--- config.mk ---
export PLATFORM = sky130hd
export DESIGN_NAME = button_conditioner
export DESIGN_NICKNAME = d
export VERILOG_FILES = /design/src/rtl/launchpad_pkg.sv /design/src/rtl/sync_2ff.sv /design/src/rtl/button_conditioner.sv
export SDC_FILE = /design/constraint.sdc
export NUM_CORES = 1
export LEC_CHECK = 0
export CAP_MARGIN = 20
export CELL_PAD_IN_SITES_DETAIL_PLACEMENT = 1
export CELL_PAD_IN_SITES_GLOBAL_PLACEMENT = 1
export CORE_ASPECT_RATIO = 2
export CORE_MARGIN = 2
export CORE_UTILIZATION = 30
export CTS_BUF_LIST = sky130_fd_sc_hd__clkbuf_4
export DETAILED_ROUTE_END_ITERATION = 16
export GPL_ROUTABILITY_DRIVEN = 0
export PLACE_DENSITY = 0.66
export SLEW_MARGIN = 20
export SYNTH_ARGS = -nofsm -noshare
export SYNTH_HDL_FRONTEND = slang
export SYNTH_SLANG_ARGS = --single-unit
--- constraint.sdc ---
create_clock -name clk -period 1.9 [get_ports clk]
set_clock_uncertainty 0.1 [all_clocks]
set_input_delay 0.38 -clock clk [delete_from_list [all_inputs] [get_ports clk]]
set_output_delay 0.38 -clock clk [all_outputs]
set_load 0.03 [all_outputs]
--- src/rtl/launchpad_pkg.sv ---
// Shared types and helpers for the launchpad input conditioning path.
// Holds the button FSM state encoding and counter width.
package launchpad_pkg;

  localparam int BTN_CNT_W = 8;

  typedef enum logic [2:0] {
    IDLE   = 3'd0,
    ARM    = 3'd1,
    HOLD   = 3'd2,
    FOLLOW = 3'd3,
    REL    = 3'd4
  } btn_state_t;

  function automatic logic [BTN_CNT_W-1:0] sat_inc(
    input logic [BTN_CNT_W-1:0] v
  );
    return (&v) ? v : v + 1'b1;
  endfunction

endpackage

--- src/rtl/sync_2ff.sv ---
// Two-flop synchronizer for asynchronous pad inputs.
// Resets both stages to 0 alongside the consuming logic.
module sync_2ff (
  input  logic clk,
  input  logic rst,
  input  logic d,
  output logic q
);

  logic r_s1;
  logic r_sync;

  always_ff @(posedge clk) begin
    if (rst) begin
      r_s1   <= 1'b0;
      r_sync <= 1'b0;
    end else begin
      r_s1   <= d;
      r_sync <= r_s1;
    end
  end

  assign q = r_sync;

endmodule

--- src/rtl/button_conditioner.sv ---
// Debounces a pad button and stretches each accepted press
// to a minimum high time for the event generator.
module button_conditioner
  import launchpad_pkg::*;
#(
  parameter int DEBOUNCE_CYCLES = 4,
  parameter int MIN_HOLD        = 9
) (
  input  logic clk,
  input  logic rst,
  input  logic button_raw,
  output logic button_out,
  output logic press_pulse,
  output logic busy
);

  localparam logic [BTN_CNT_W-1:0] DEB_LAST =
    BTN_CNT_W'(DEBOUNCE_CYCLES - 1);
  localparam logic [BTN_CNT_W-1:0] HOLD_LAST =
    BTN_CNT_W'(MIN_HOLD);
  localparam bit DEB_ONE = (DEBOUNCE_CYCLES == 1);

  logic                 w_sync;
  btn_state_t           r_state;
  btn_state_t           w_nxt;
  logic [BTN_CNT_W-1:0] r_deb;
  logic [BTN_CNT_W-1:0] w_deb_nxt;
  logic [BTN_CNT_W-1:0] r_hold;
  logic [BTN_CNT_W-1:0] w_hold_nxt;
  logic                 r_out;
  logic                 r_pulse;
  logic                 r_busy;

  sync_2ff u_sync (
    .clk (clk),
    .rst (rst),
    .d   (button_raw),
    .q   (w_sync)
  );

  always_comb begin
    w_nxt      = r_state;
    w_deb_nxt  = r_deb;
    w_hold_nxt = r_hold;
    unique case (r_state)
      IDLE: begin
        w_deb_nxt  = '0;
        w_hold_nxt = '0;
        if (w_sync) begin
          if (DEB_ONE) begin
            w_nxt      = HOLD;
            w_hold_nxt = BTN_CNT_W'(1);
          end else begin
            w_nxt     = ARM;
            w_deb_nxt = BTN_CNT_W'(1);
          end
        end
      end
      ARM: begin
        if (!w_sync) begin
          w_nxt     = IDLE;
          w_deb_nxt = '0;
        end else if (r_deb == DEB_LAST) begin
          w_nxt      = HOLD;
          w_deb_nxt  = '0;
          w_hold_nxt = BTN_CNT_W'(1);
        end else begin
          w_deb_nxt = sat_inc(r_deb);
        end
      end
      // raw input is deliberately ignored until the hold expires
      HOLD: begin
        if (r_hold == HOLD_LAST) begin
          w_hold_nxt = '0;
          w_deb_nxt  = '0;
          w_nxt      = w_sync ? FOLLOW : REL;
        end else begin
          w_hold_nxt = sat_inc(r_hold);
        end
      end
      FOLLOW: begin
        w_deb_nxt = '0;
        if (!w_sync) begin
          if (DEB_ONE) begin
            w_nxt = IDLE;
          end else begin
            w_nxt     = REL;
            w_deb_nxt = BTN_CNT_W'(1);
          end
        end
      end
      REL: begin
        if (w_sync) begin
          w_nxt     = FOLLOW;
          w_deb_nxt = '0;
        end else if (r_deb == DEB_LAST) begin
          w_nxt     = IDLE;
          w_deb_nxt = '0;
        end else begin
          w_deb_nxt = sat_inc(r_deb);
        end
      end
      default: begin
        w_nxt      = IDLE;
        w_deb_nxt  = '0;
        w_hold_nxt = '0;
      end
    endcase
  end

  always_ff @(posedge clk) begin
    if (rst) begin
      r_state <= IDLE;
      r_deb   <= '0;
      r_hold  <= '0;
      r_out   <= 1'b0;
      r_pulse <= 1'b0;
      r_busy  <= 1'b0;
    end else begin
      r_state <= w_nxt;
      r_deb   <= w_deb_nxt;
      r_hold  <= w_hold_nxt;
      r_out   <= (w_nxt == HOLD) || (w_nxt == FOLLOW) ||
                 (w_nxt == REL);
      r_pulse <= (w_nxt == HOLD) && (r_state != HOLD);
      r_busy  <= (w_nxt != IDLE);
    end
  end

  assign button_out  = r_out;
  assign press_pulse = r_pulse;
  assign busy        = r_busy;

endmodule

==> impl_metrics.py <==
metrics = {
    "power_and_ir_drop": {
        "p_clk_share_pct": 28.8,
        "p_int_w": 0.000613,
        "p_switching_w": 0.000196,
        "p_per_area_nw_per_um2": 428,
        "seqPwrFrac_pct": 63.4,
        "p_sw_share_pct": 24.2,
        "power_leakage_nw": 0.646,
        "ir_drop_uv": 494,
        "power.combinational.fraction_pct": 7.7,
    },
    "layout": {
        "diodes": 0,
        "fin_cells": 251,
        "nFillCells": 527,
        "drive_gt1_share_pct": 38.6,
        "fin_nets": 205,
        "areaGrowthSynthToFinish_pct": 38.3,
    },
    "sta": {
        "period_needed_ps": 1970,
        "fmax_mhz": 507,
        "finalSetupViolCount": 3,
        "drv_slew": 0,
        "worstMarginPinSlew_ps": 394,
        "hold-worst-slack_ps": 358,
        "rsz0062_at_grt": "true",
        "max_slew_margin_pct": 73.7,
        "setup_slack_ps": -74.1,
        "finalHoldViolCount": 0,
        "fin_crit_sh_pct": 104,
    },
    "logic_synthesis": {
        "ys_warn_count": 0,
        "synthFlopType": "dfxtp_1",
        "synth_area_sq_um": 1370,
        "syn_area_per_cell_sq_um": 8.48,
        "synthArstFlopShare_pct": 0,
        "syn_nets": 167,
        "syn_inst": 161,
        "synth.ff_latch_count": 24,
        "seq_area_frac_synth_pct": 35.2,
        "synth_cell_types": 52,
        "synth_edf_count": 0,
    },
    "global_routing": {
        "grt_pass1_wl_um": 7380,
        "grt_max_degree": 13,
        "grt_usage_pct": 19.1,
        "overflow": 0,
        "grt_pass1_vias": 1506,
        "antenna_found_initial": 0,
    },
    "hold_path": {
        "hold_class": "flip-flop to flip-flop",
    },
    "cts": {
        "htreeDepth": 1,
        "insertion_delay_ps": 330,
        "clock_sinks": 24,
        "cts_buffer_depth": 2,
        "cts_tree": "yes",
        "path_clk_slew_ps": 140,
        "root_buffer": "clkbuf_4",
        "numCtsBuffers": 3,
    },
    "setup_path": {
        "required_ps": 2020,
        "cp-end-kind": "flip-flop",
        "crit_slowest_cell": "or4b_4",
        "path_buf_inv": 1,
        "critPathKind": "flip-flop to flip-flop",
        "path_delay_family": "simple AND/OR/NAND/NOR gates",
        "cpPeakStageDelay_ps": 490,
        "startpoint_type": "flip-flop",
        "crit_fanout": 2,
        "arrival_ps": 2090,
        "path_cells": "inv_2, ha_4, or4b_4, o21ai_4, o21ai_2, or3b_1, nor3b_1",
    },
    "die": {
        "rows": 34,
        "die_h_um": 99.4,
        "fp.dieW_um": 51.7,
        "die-area_sq_um": 5140,
        "boundaryPins": 6,
        "start_util_pct": 31.2,
        "design.core.area_sq_um": 4380,
    },
    "routing": {
        "drc": 0,
        "viasPerCell": 5.58,
        "drtPass1Iterations": 4,
        "wire_per_inst_um": 18.5,
        "wirelength_um": 4630,
        "via_count": 1401,
        "first_iter_violations": 12,
        "ant_nets": 0,
    },
    "run_status": {
        "violations": "negative setup slack",
        "status": "finished with violations",
    },
    "placed_design": {
        "dp_cells": 244,
        "portBuffers": 5,
        "dp_hpwl_um": 3380,
    },
    "flow_run": {
        "max-cap-violations": 0,
    },
}
[sequential cells by signal, indices dropped and copies added (netlist names)]
| signal | cells |
|---|---|
| r_deb | 8 |
| r_hold | 8 |
| r_state | 3 |
| busy | 1 |
| button_out | 1 |
| press_pulse | 1 |
| u_sync.q | 1 |
| u_sync.r_s1 | 1 |
[power by group through the flow]
stage               sequential [W]  clock, W  combinational, W
global placement          0.000523         0         0.0000520
floorplan                 0.000524         0         0.0000293
global route              0.000514  0.000267         0.0000676
detailed placement        0.000523         0         0.0000544
CTS                       0.000513  0.000241         0.0000571
finish                    0.000513  0.000233         0.0000625
[what timing repair did]
| action | in CTS | in global routing |
|---|---|---|
| resized for setup | 17 | 16 |
| hold buffers | 0 | 0 |
| endpoints found under the setup margin | 16 | 13 |
| pin swaps | 2 | 5 |
| setup buffers | 1 | 3 |
[stage by stage]
step           power (W)  util (%)  instance area (sq um)  setup slack, ps  setup TNS, ps
2_1_floorplan   0.000553         -                   1380            -17.9          -17.9
3_3_place_gp    0.000575      38.8                   1700            -69.3           -162
3_5_place_dp    0.000577      38.8                   1700            -83.1           -496
4_1_cts         0.000811      41.0                   1800            -67.8           -111
5_1_grt         0.000848      43.1                   1890             -126           -525
6_report        0.000809      43.1                   1890            -74.1           -143
[cell type report]
cell class	instances	area [sq um]	share of cell area, %
clock buffer	3	22.5	1.19
timing repair buffer	41	328	17.4
sequential	24	488	25.8
multi-input combinational	126	971	51.4
tap	54	67.6	3.58
inverter	3	11.3	0.596
[path summary, 6_finish.rpt]
kind / start / end / slack, ps / cells past startpoint
max: r_hold[1] / r_deb[0] / -70 / 7
min reg2reg: u_sync.r_s1 / u_sync.q / 360 / 1
min: u_sync.r_s1 / u_sync.q / 360 / 1
max reg2reg: r_hold[1] / r_deb[0] / -70 / 7
[cells in the final DEF (no fill, tap or decap), types with 2 or more instances in the layout]
master and count:
nor3_1 9, nor4b_2 2, nor2b_1 2, xnor2_1 3, nor2_2 2, dfxtp_1 18, nor4_2 2, buf_6 2
ha_4 2, buf_4 34, inv_1 2, a41oi_1 3, clkdlybuf4s50_1 5, a211oi_1 4, nor3b_1 2, or3b_1 2
dfxtp_2 6, and4_1 3, nor2_1 11, o21ai_0 4, nand2_1 12, o21ai_4 2, nand2b_1 4, or3b_2 2
clkbuf_4 3, nand3_1 6, a21oi_1 16
[synthesized netlist by cell type, drive strengths merged (3+ instances only)]
master,count,area [sq um]
a211oi,4,30.0
a21oi,17,85.1
a41oi,3,26.3
and3,3,20.0
and4,3,26.3
buf,3,13.8
clkbuf,5,18.8
dfxtp,24,480
ha,3,37.5
inv,3,11.3
nand2,12,45.0
nand2b,4,25.0
nand3,6,30.0
nor2,14,55.1
nor3,10,55.1
nor3b,4,35.0
nor4b,4,50.1
o21ai,7,38.8
or3b,4,35.0
xnor2,3,26.3
[routing by layer]
layer	global-route usage [%]	part of all wire (%)	up-vias
li1	-	-	675
met3	1.80	1.1	11
met1	18.6	36	700
met5	0	0	-
met4	7.69	2.9	0
met2	38.3	60	15
[kinds of logic (layout without fill, tap and decap cells)]
| kind of cell | after synthesis | after routing | share of synthesized area [%] |
|---|---|---|---|
| xor gates and xnor gates | 4 | 4 | 2.57 |
| AOI/OAI and AO/OA | 43 | 43 | 21.4 |
| and+or+nand+nor | 75 | 75 | 34.0 |
| buffers and inverters | 11 | 47 | 3.21 |
| muxes | 1 | 1 | 0.825 |
| adders and majority gates | 3 | 3 | 2.75 |
| DFF | 24 | 24 | 35.2 |
(Power assumes the default switching activity.)
